### config.mk
export PLATFORM = sky130hd
export DESIGN_NAME = jzjpcc_memory_stage_ext
export DESIGN_NICKNAME = d
export VERILOG_FILES = /design/src/rtl/jzjpcc_memory_stage_ext.sv
export SDC_FILE = /design/constraint.sdc
export NUM_CORES = 1
export LEC_CHECK = 0
export CORE_UTILIZATION = 42
export CTS_BUF_LIST = sky130_fd_sc_hd__clkbuf_4 sky130_fd_sc_hd__clkbuf_8
export CTS_CLUSTER_DIAMETER = 30
export DETAILED_ROUTE_END_ITERATION = 8
export PLACE_DENSITY = 0.85
export SLEW_MARGIN = 25
export SYNTH_ARGS = -nofsm -noshare
export SYNTH_HDL_FRONTEND = slang
export SYNTH_SLANG_ARGS = --single-unit
### constraint.sdc
create_clock -name clock -period 2.1 [get_ports clock]
set_input_delay 0.21 -clock clock [delete_from_list [all_inputs] [get_ports clock]]
set_output_delay 0.21 -clock clock [all_outputs]
set_load 0.005 [all_outputs]
### src/rtl/jzjpcc_memory_stage_ext.sv
// Memory stage: data-port handshake, byte-lane alignment, load formatting, writeback register.
// Optional JZJPCC_MISALIGN_TRAP_EN: misaligned accesses trap instead of being rounded down.
module jzjpcc_memory_stage_ext #(
    parameter int RAM_A_WIDTH    = 12,
    parameter int TIMEOUT_CYCLES = 255
) (
    input  logic                   clock,
    input  logic                   reset_n,
    input  logic                   valid_memory,
    input  logic                   memRead_memory,
    input  logic                   memWrite_memory,
    input  logic [2:0]             funct3_memory,
    input  logic [31:0]            aluResult_memory,
    input  logic [31:0]            storeData_memory,
    input  logic [4:0]             rdAddr_memory,
    input  logic                   rdWriteEnable_memory,
    output logic                   mem_req,
    output logic                   mem_we,
    output logic [RAM_A_WIDTH-3:0] mem_addr,
    output logic [31:0]            mem_wdata,
    output logic [3:0]             mem_byteMask,
    input  logic                   mem_ready,
    input  logic [31:0]            mem_rdata,
    output logic                   stall_memory,
    output logic                   bus_error,
`ifdef JZJPCC_MISALIGN_TRAP_EN
    output logic                   misalign_trap,
`endif
    output logic                   valid_writeback,
    output logic [4:0]             rdAddr_writeback,
    output logic                   rdWriteEnable_writeback,
    output logic [31:0]            rdData_writeback
);

    localparam logic [7:0] TIMEOUT = 8'(TIMEOUT_CYCLES);

    typedef enum logic {
        S_IDLE,
        S_WAIT
    } state_t;

    state_t      r_state;
    state_t      w_state_n;
    logic [7:0]  r_wait_cnt;
    logic [7:0]  w_wait_cnt_n;
    logic        w_timeout;

    logic        r_valid_wb;
    logic [4:0]  r_rd_wb;
    logic        r_we_wb;
    logic [31:0] r_data_wb;

    logic [1:0]  w_off;
    logic        w_is_byte;
    logic        w_is_half;
    logic        w_access;
    logic        w_req;
    logic        w_trap;
    logic        w_bubble;
    logic        w_sext;
    logic [7:0]  w_lane_b;
    logic [15:0] w_lane_h;
    logic [31:0] w_load;
    logic [31:0] w_wdata;
    logic [3:0]  w_mask;
    logic        w_unused;

    // Upper address bits are outside the data memory and intentionally dropped
    assign w_unused  = ^aluResult_memory[31:RAM_A_WIDTH];

    assign w_off     = aluResult_memory[1:0];
    assign w_is_byte = (funct3_memory[1:0] == 2'b00);
    assign w_is_half = (funct3_memory[1:0] == 2'b01);
    assign w_access  = valid_memory & (memRead_memory | memWrite_memory);

`ifdef JZJPCC_MISALIGN_TRAP_EN
    logic w_misalign;
    logic r_trap;

    assign w_misalign    = (w_is_half & w_off[0])
                         | (funct3_memory[1] & (|w_off));
    assign w_req         = w_access & ~w_misalign;
    assign w_trap        = w_access & w_misalign;
    assign misalign_trap = r_trap;

    always_ff @(posedge clock or negedge reset_n) begin
        if (!reset_n) begin
            r_trap <= 1'b0;
        end else begin
            r_trap <= w_trap;
        end
    end
`else
    assign w_req  = w_access;
    assign w_trap = 1'b0;
`endif

    assign mem_req      = w_req;
    assign mem_we       = memWrite_memory;
    assign mem_addr     = aluResult_memory[RAM_A_WIDTH-1:2];
    assign mem_wdata    = w_wdata;
    assign mem_byteMask = w_mask;

    always_comb begin
        w_wdata = storeData_memory;
        w_mask  = 4'hF;
        if (memWrite_memory) begin
            unique case (1'b1)
                w_is_byte: begin
                    w_wdata = {4{storeData_memory[7:0]}};
                    w_mask  = 4'b0001 << w_off;
                end
                w_is_half: begin
                    w_wdata = {2{storeData_memory[15:0]}};
                    w_mask  = w_off[1] ? 4'b1100 : 4'b0011;
                end
                default: begin
                    w_wdata = storeData_memory;
                    w_mask  = 4'hF;
                end
            endcase
        end
    end

    always_comb begin
        w_lane_b = mem_rdata[7:0];
        unique case (w_off)
            2'd0:    w_lane_b = mem_rdata[7:0];
            2'd1:    w_lane_b = mem_rdata[15:8];
            2'd2:    w_lane_b = mem_rdata[23:16];
            default: w_lane_b = mem_rdata[31:24];
        endcase
    end

    assign w_lane_h = w_off[1] ? mem_rdata[31:16] : mem_rdata[15:0];
    assign w_sext   = ~funct3_memory[2];

    // funct3 codes 3, 6 and 7 fall into the word branch
    always_comb begin
        w_load = mem_rdata;
        unique case (1'b1)
            w_is_byte: w_load = {{24{w_sext & w_lane_b[7]}}, w_lane_b};
            w_is_half: w_load = {{16{w_sext & w_lane_h[15]}}, w_lane_h};
            default:   w_load = mem_rdata;
        endcase
    end

    always_comb begin
        w_state_n    = r_state;
        w_wait_cnt_n = r_wait_cnt;
        w_timeout    = 1'b0;
        unique case (r_state)
            S_IDLE: begin
                if (w_req & ~mem_ready) begin
                    w_state_n    = S_WAIT;
                    w_wait_cnt_n = 8'd1;
                end
            end
            S_WAIT: begin
                if (mem_ready | ~w_req) begin
                    w_state_n    = S_IDLE;
                    w_wait_cnt_n = 8'd0;
                end else if (r_wait_cnt == TIMEOUT) begin
                    w_timeout    = 1'b1;
                    w_state_n    = S_IDLE;
                    w_wait_cnt_n = 8'd0;
                end else begin
                    w_wait_cnt_n = r_wait_cnt + 8'd1;
                end
            end
            default: begin
                w_state_n    = S_IDLE;
                w_wait_cnt_n = 8'd0;
            end
        endcase
    end

    assign stall_memory = w_req & ~mem_ready & ~w_timeout;
    assign bus_error    = w_timeout;
    // A stalled, abandoned or trapped instruction leaves a bubble behind it
    assign w_bubble     = stall_memory | w_timeout | w_trap;

    always_ff @(posedge clock or negedge reset_n) begin
        if (!reset_n) begin
            r_state    <= S_IDLE;
            r_wait_cnt <= 8'd0;
            r_valid_wb <= 1'b0;
            r_rd_wb    <= 5'd0;
            r_we_wb    <= 1'b0;
            r_data_wb  <= 32'd0;
        end else begin
            r_state    <= w_state_n;
            r_wait_cnt <= w_wait_cnt_n;
            if (w_bubble) begin
                r_valid_wb <= 1'b0;
                r_we_wb    <= 1'b0;
            end else begin
                r_valid_wb <= valid_memory;
                r_rd_wb    <= rdAddr_memory;
                r_we_wb    <= valid_memory & rdWriteEnable_memory;
                r_data_wb  <= memRead_memory ? w_load : aluResult_memory;
            end
        end
    end

    assign valid_writeback         = r_valid_wb;
    assign rdAddr_writeback        = r_rd_wb;
    assign rdWriteEnable_writeback = r_we_wb;
    assign rdData_writeback        = r_data_wb;

endmodule

# == Word-level counts from Yosys, hierarchy flattened ==
# Index checks and enable logic that the tools add are counted.
# W data, S select, Z words.
# word_totals
register_bits,48
latch_bits,0
ram_bits,0
mem_bits_ro,0
input_bits,111
out_inout_bits,89
n_memories,0
# classes
add_sub_neg,1
n_mul,0
n_div,0
magnitude_cmp,0
eq_ne,5
shift,1
mux,22
bitwise_logic,14
reduce_logical,2
# op_table
operator,count
$pmux W32 S2,2
$mux W32,2
$mux W8,3
$pmux W8 S3,1
$mux W16,1
$pmux W8 S2,1
$add A8 B1 Y8 const B,1
$eq A8 B8 Y1 const B,1
$mux W1,8
$mux W4,2
$pmux W4 S2,1
$and A1 B1 Y1,6
$not A1 Y1,5
$eq A2 B1 Y1 const B,2
$logic_not A2 Y1,2
$shl A1 B2 Y4 const A,1
$or A1 B1 Y1,3
$eq A2 B2 Y1 const B,1
$ne A2 B2 Y1 const B,1
$pmux W1 S2,1

# == Logic depth before layout (Yosys ltp) ==
# Gate-level depths: netlist of run 1.
# depth
ltp_word,10
depth_mapped,7
mapped_depth_nobuf,5

# == Worst setup path before layout of run 1 ==
# No wires, ideal clock.
# synth_timing
path_type,input to output
from,input funct3_memory[1]
to,output mem_wdata[10]
arrival_time_ns,1.274
setup_slack_ns,0.616
cell_stages,5
path_buffers,1
cell_sequence,buf_2 > inv_1 > nand2_1 > nor2_2 > mux2_2
# synth_via
elab_chain_cells,3
word_cells_on_any_way,4
# synth_rtl
item,line_no,source
"start, declared",12,"input logic [2:0] funct3_memory,"
$eq A2 B1 Y1 or $logic_not A2 Y1 (tied branches),"73, 72",
$pmux W32 S2 (*),108,unique case (1'b1)
$mux W32 (*),107,if (memWrite_memory) begin
"end, declared",20,"output logic [31:0] mem_wdata,"
# Every way passes the cells marked *; elsewhere a longest branch is shown, timed or not.

# == Final worst setup path of run 1 ==
# layout_timing
from,input funct3_memory[0]
to,output mem_wdata[26]
# Same word-level chain as after synthesis.

==> out/metrics.cfg, run 1 <==
[power]
power_frac_clock=0.206
switchingPower_uw=816
power.total_uw=2700
p_leak_uw=0.00238
ir_worst_vdd_mv=0.286
powerDensity_nw_per_um2=480
pwr-share-seq=0.399
intPower_uw=1880
swShare=0.303
combPwrFrac=0.395

[synth]
synth_edf_count=0
synth_compound_area_frac=0.232
syn_nets=526
synth_top_family_by_area=compound AO/OA/AOI/OAI gates
ys_seq_area_frac=0.353
ys_warn_count=0
synth-simple-area-share=0.211
netlist_area_um2=3410
async_flop_share=1.00
synthAdderAreaFrac=0.00367
avgSynthCellArea_um2=8.23
synthCells=414
synth.mux.area_fraction=0.0896
synth_cell_types=45
ys_ff_latch=48
synth_ff_type=dfrtp_1
synth-xor-area-share=0.00257

[cells_and_area]
area_delta_synth_final_pct=65.0
layout_commonest_cell=clkdlybuf4s50_1
num_antenna_cells=0
post-route-util=0.724
final_cell_mix=191 x clkdlybuf4s50_1, 71 x nand2_1, 48 x dfrtp_1
drive_gt1_frac=0.125
nets=713

[critical_path]
critPathRequiredTime_ps=1890
crit_chain=clkdlybuf4s50_1 -> buf_4 -> mux2i_1 -> a21oi_1 -> clkdlybuf4s50_1
endpoint_kind=output port
max_stage_delay_ps=550
cp-start-kind=input port
critPathSlowestCell=clkdlybuf4s50_1
critPathTopFamily=buffers and inverters
rrSetupSlack_ps=580
crit_type=input port to output port
cpMostUsedCell=clkdlybuf4s50_1
path_buf_inv=3
arrival_ps=1840
crit_fanout=8

[global_route]
gr-usage-all-layers=0.307
antenna_found_initial=0
grt_pass1_vias=3963
overflow=0
grt_pass1_wl_um=20300
grt_max_degree=45

[worst_hold_path]
worstHoldPathType=input port to async pin

[placement]
routabilityCongestion=0.904
port_buffers=199
dp_hpwl_um=10300

[cts]
cts_tree=done
insertion_delay_ps=300
cts_num_sinks=48
cts_root_buffer=clkbuf_8
htree_num_levels=2
cts_made_buffers=5
clk_transition_reported_paths_ps=90
cts_buffer_depth=2

[detailed_routing]
num_vias=3929
ant_nets=0
drt-initial-drc-count=222
wire_per_inst_um=18.8
wirelength_um=13200
via_per_inst=5.59
first_pass_iters=5
drc_errors=0

[floorplan]
rows=32
die_area_um2=8470
die_w_um=92.1
io_pins=200
chipHeight_um=92.1
core-area_um2=7770
start_util=0.438

[timing]
max_slew_margin=0.624
tightest_slew_ps=564
min_period_ps=2050
rsz0062_at_grt=false
setup_violations=0
slew_viol_final=0
period_share=0.975
fin_skew_ps=2.37
max_freq_mhz=489
hold-worst-slack_ps=418
hold_viol=0

[status]
status=finished, final reports clean

[job]
drv_cap=0

-- area by class of cell --
class                   count  area, um2
repair buffers            228       2280
fillers                   614       2150
multi-input cells         299       1850
flip-flops and latches     48       1200
well taps                 102        128
inverters                  19       71.3
clock buffers               5       68.8
clock inverters             2       12.5
-- through the flow --
stage	TNS, ps	instance area, um2	setup WS [ps]	cells
2_1_floorplan	0	3410	616	414
3_3_place_gp	-1190	5500	-101	693
3_5_place_dp	-1700	5500	-141	693
4_1_cts	-11.5	5600	-11.5	702
5_1_grt	0	5620	2.31	703
6_report	0	5620	53.5	703
-- cell usage after synthesis (3+ instances only) --
cell type / number / area, um2
a21oi_1: 24 / 120
mux2_2: 12 / 135
nand2_1: 71 / 267
a211oi_2: 10 / 125
inv_1: 19 / 71.3
o21ai_1: 12 / 60.1
o21ai_0: 21 / 105
a221oi_1: 6 / 52.6
mux2_4: 4 / 60.1
a211oi_1: 7 / 52.6
nor3_1: 18 / 90.1
clkbuf_1: 11 / 41.3
nor3b_1: 8 / 60.1
buf_4: 20 / 150
o31ai_1: 10 / 75.1
nand2b_1: 4 / 25.0
nand3_1: 5 / 25.0
nor2_1: 35 / 131
buf_2: 12 / 60.1
a221o_1: 7 / 70.1
nor2_2: 3 / 18.8
mux2i_1: 11 / 110
buf_6: 4 / 45.0
dfrtp_1: 48 / 1200
nor2b_1: 6 / 37.5
a22o_1: 4 / 35.0
-- sequential cells by signal (all words and copies together) (netlist names) --
| register | cells |
|---|---|
| r_state | 1 |
| rdData_writeback | 32 |
| rdAddr_writeback | 5 |
| rdWriteEnable_writeback | 1 |
| r_wait_cnt | 8 |
| valid_writeback | 1 |
-- what timing repair did --
action,in CTS,in global routing
pin swaps,1,0
endpoints found under the hold margin,22,0
hold buffers,1,0
buffers inserted,1,1
resized for setup,7,6
setup endpoints to repair,22,17
-- metal layers --
layer,GRT usage,wire length (um),vias to the layer above
met3,0.0920,1240,44
met2,0.521,6260,203
met5,0,0,-
met4,0.0951,383,0
met1,0.374,5300,1875
li1,-,-,1807
-- logic make-up after synthesis --
family / count (synthesis)
XOR/XNOR: 1
AND/OR/NAND/NOR: 159
multiplexers: 27
AO/OA/AOI/OAI: 111
adder cells (fa/ha/maj): 1
buffers and inverters: 67
flip-flops: 48
-- worst paths after layout --
kind,start,to,cells past startpoint
hold reg to reg,rdAddr_writeback[4],rdAddr_writeback[4],2
setup / recovery,funct3_memory[0],mem_wdata[26],5
min in group clock,rdAddr_memory[2],rdAddr_writeback[2],3
setup reg to reg,r_wait_cnt[0],r_wait_cnt[3],6
max in group asynchronous,reset_n,rdAddr_writeback[0],3
hold / removal,reset_n,rdData_writeback[2],2
-- power groups by stage --
stage,clock (uW),sequential (uW),combinational [uW]
2_1_floorplan,0,1090,382
3_3_place_gp,0,1090,1040
3_5_place_dp,0,1090,1050
4_1_cts,556,1070,1060
5_1_grt,592,1090,1140
6_report,555,1080,1070
(Power assumes the default switching activity.)
==> inputs of run 2 (changes only) <==
CTS_CLUSTER_SIZE = 30   (was unset)
==> results of run 2 <==
Same layout as run 1: the final DEF is identical, and so are final timing and power.
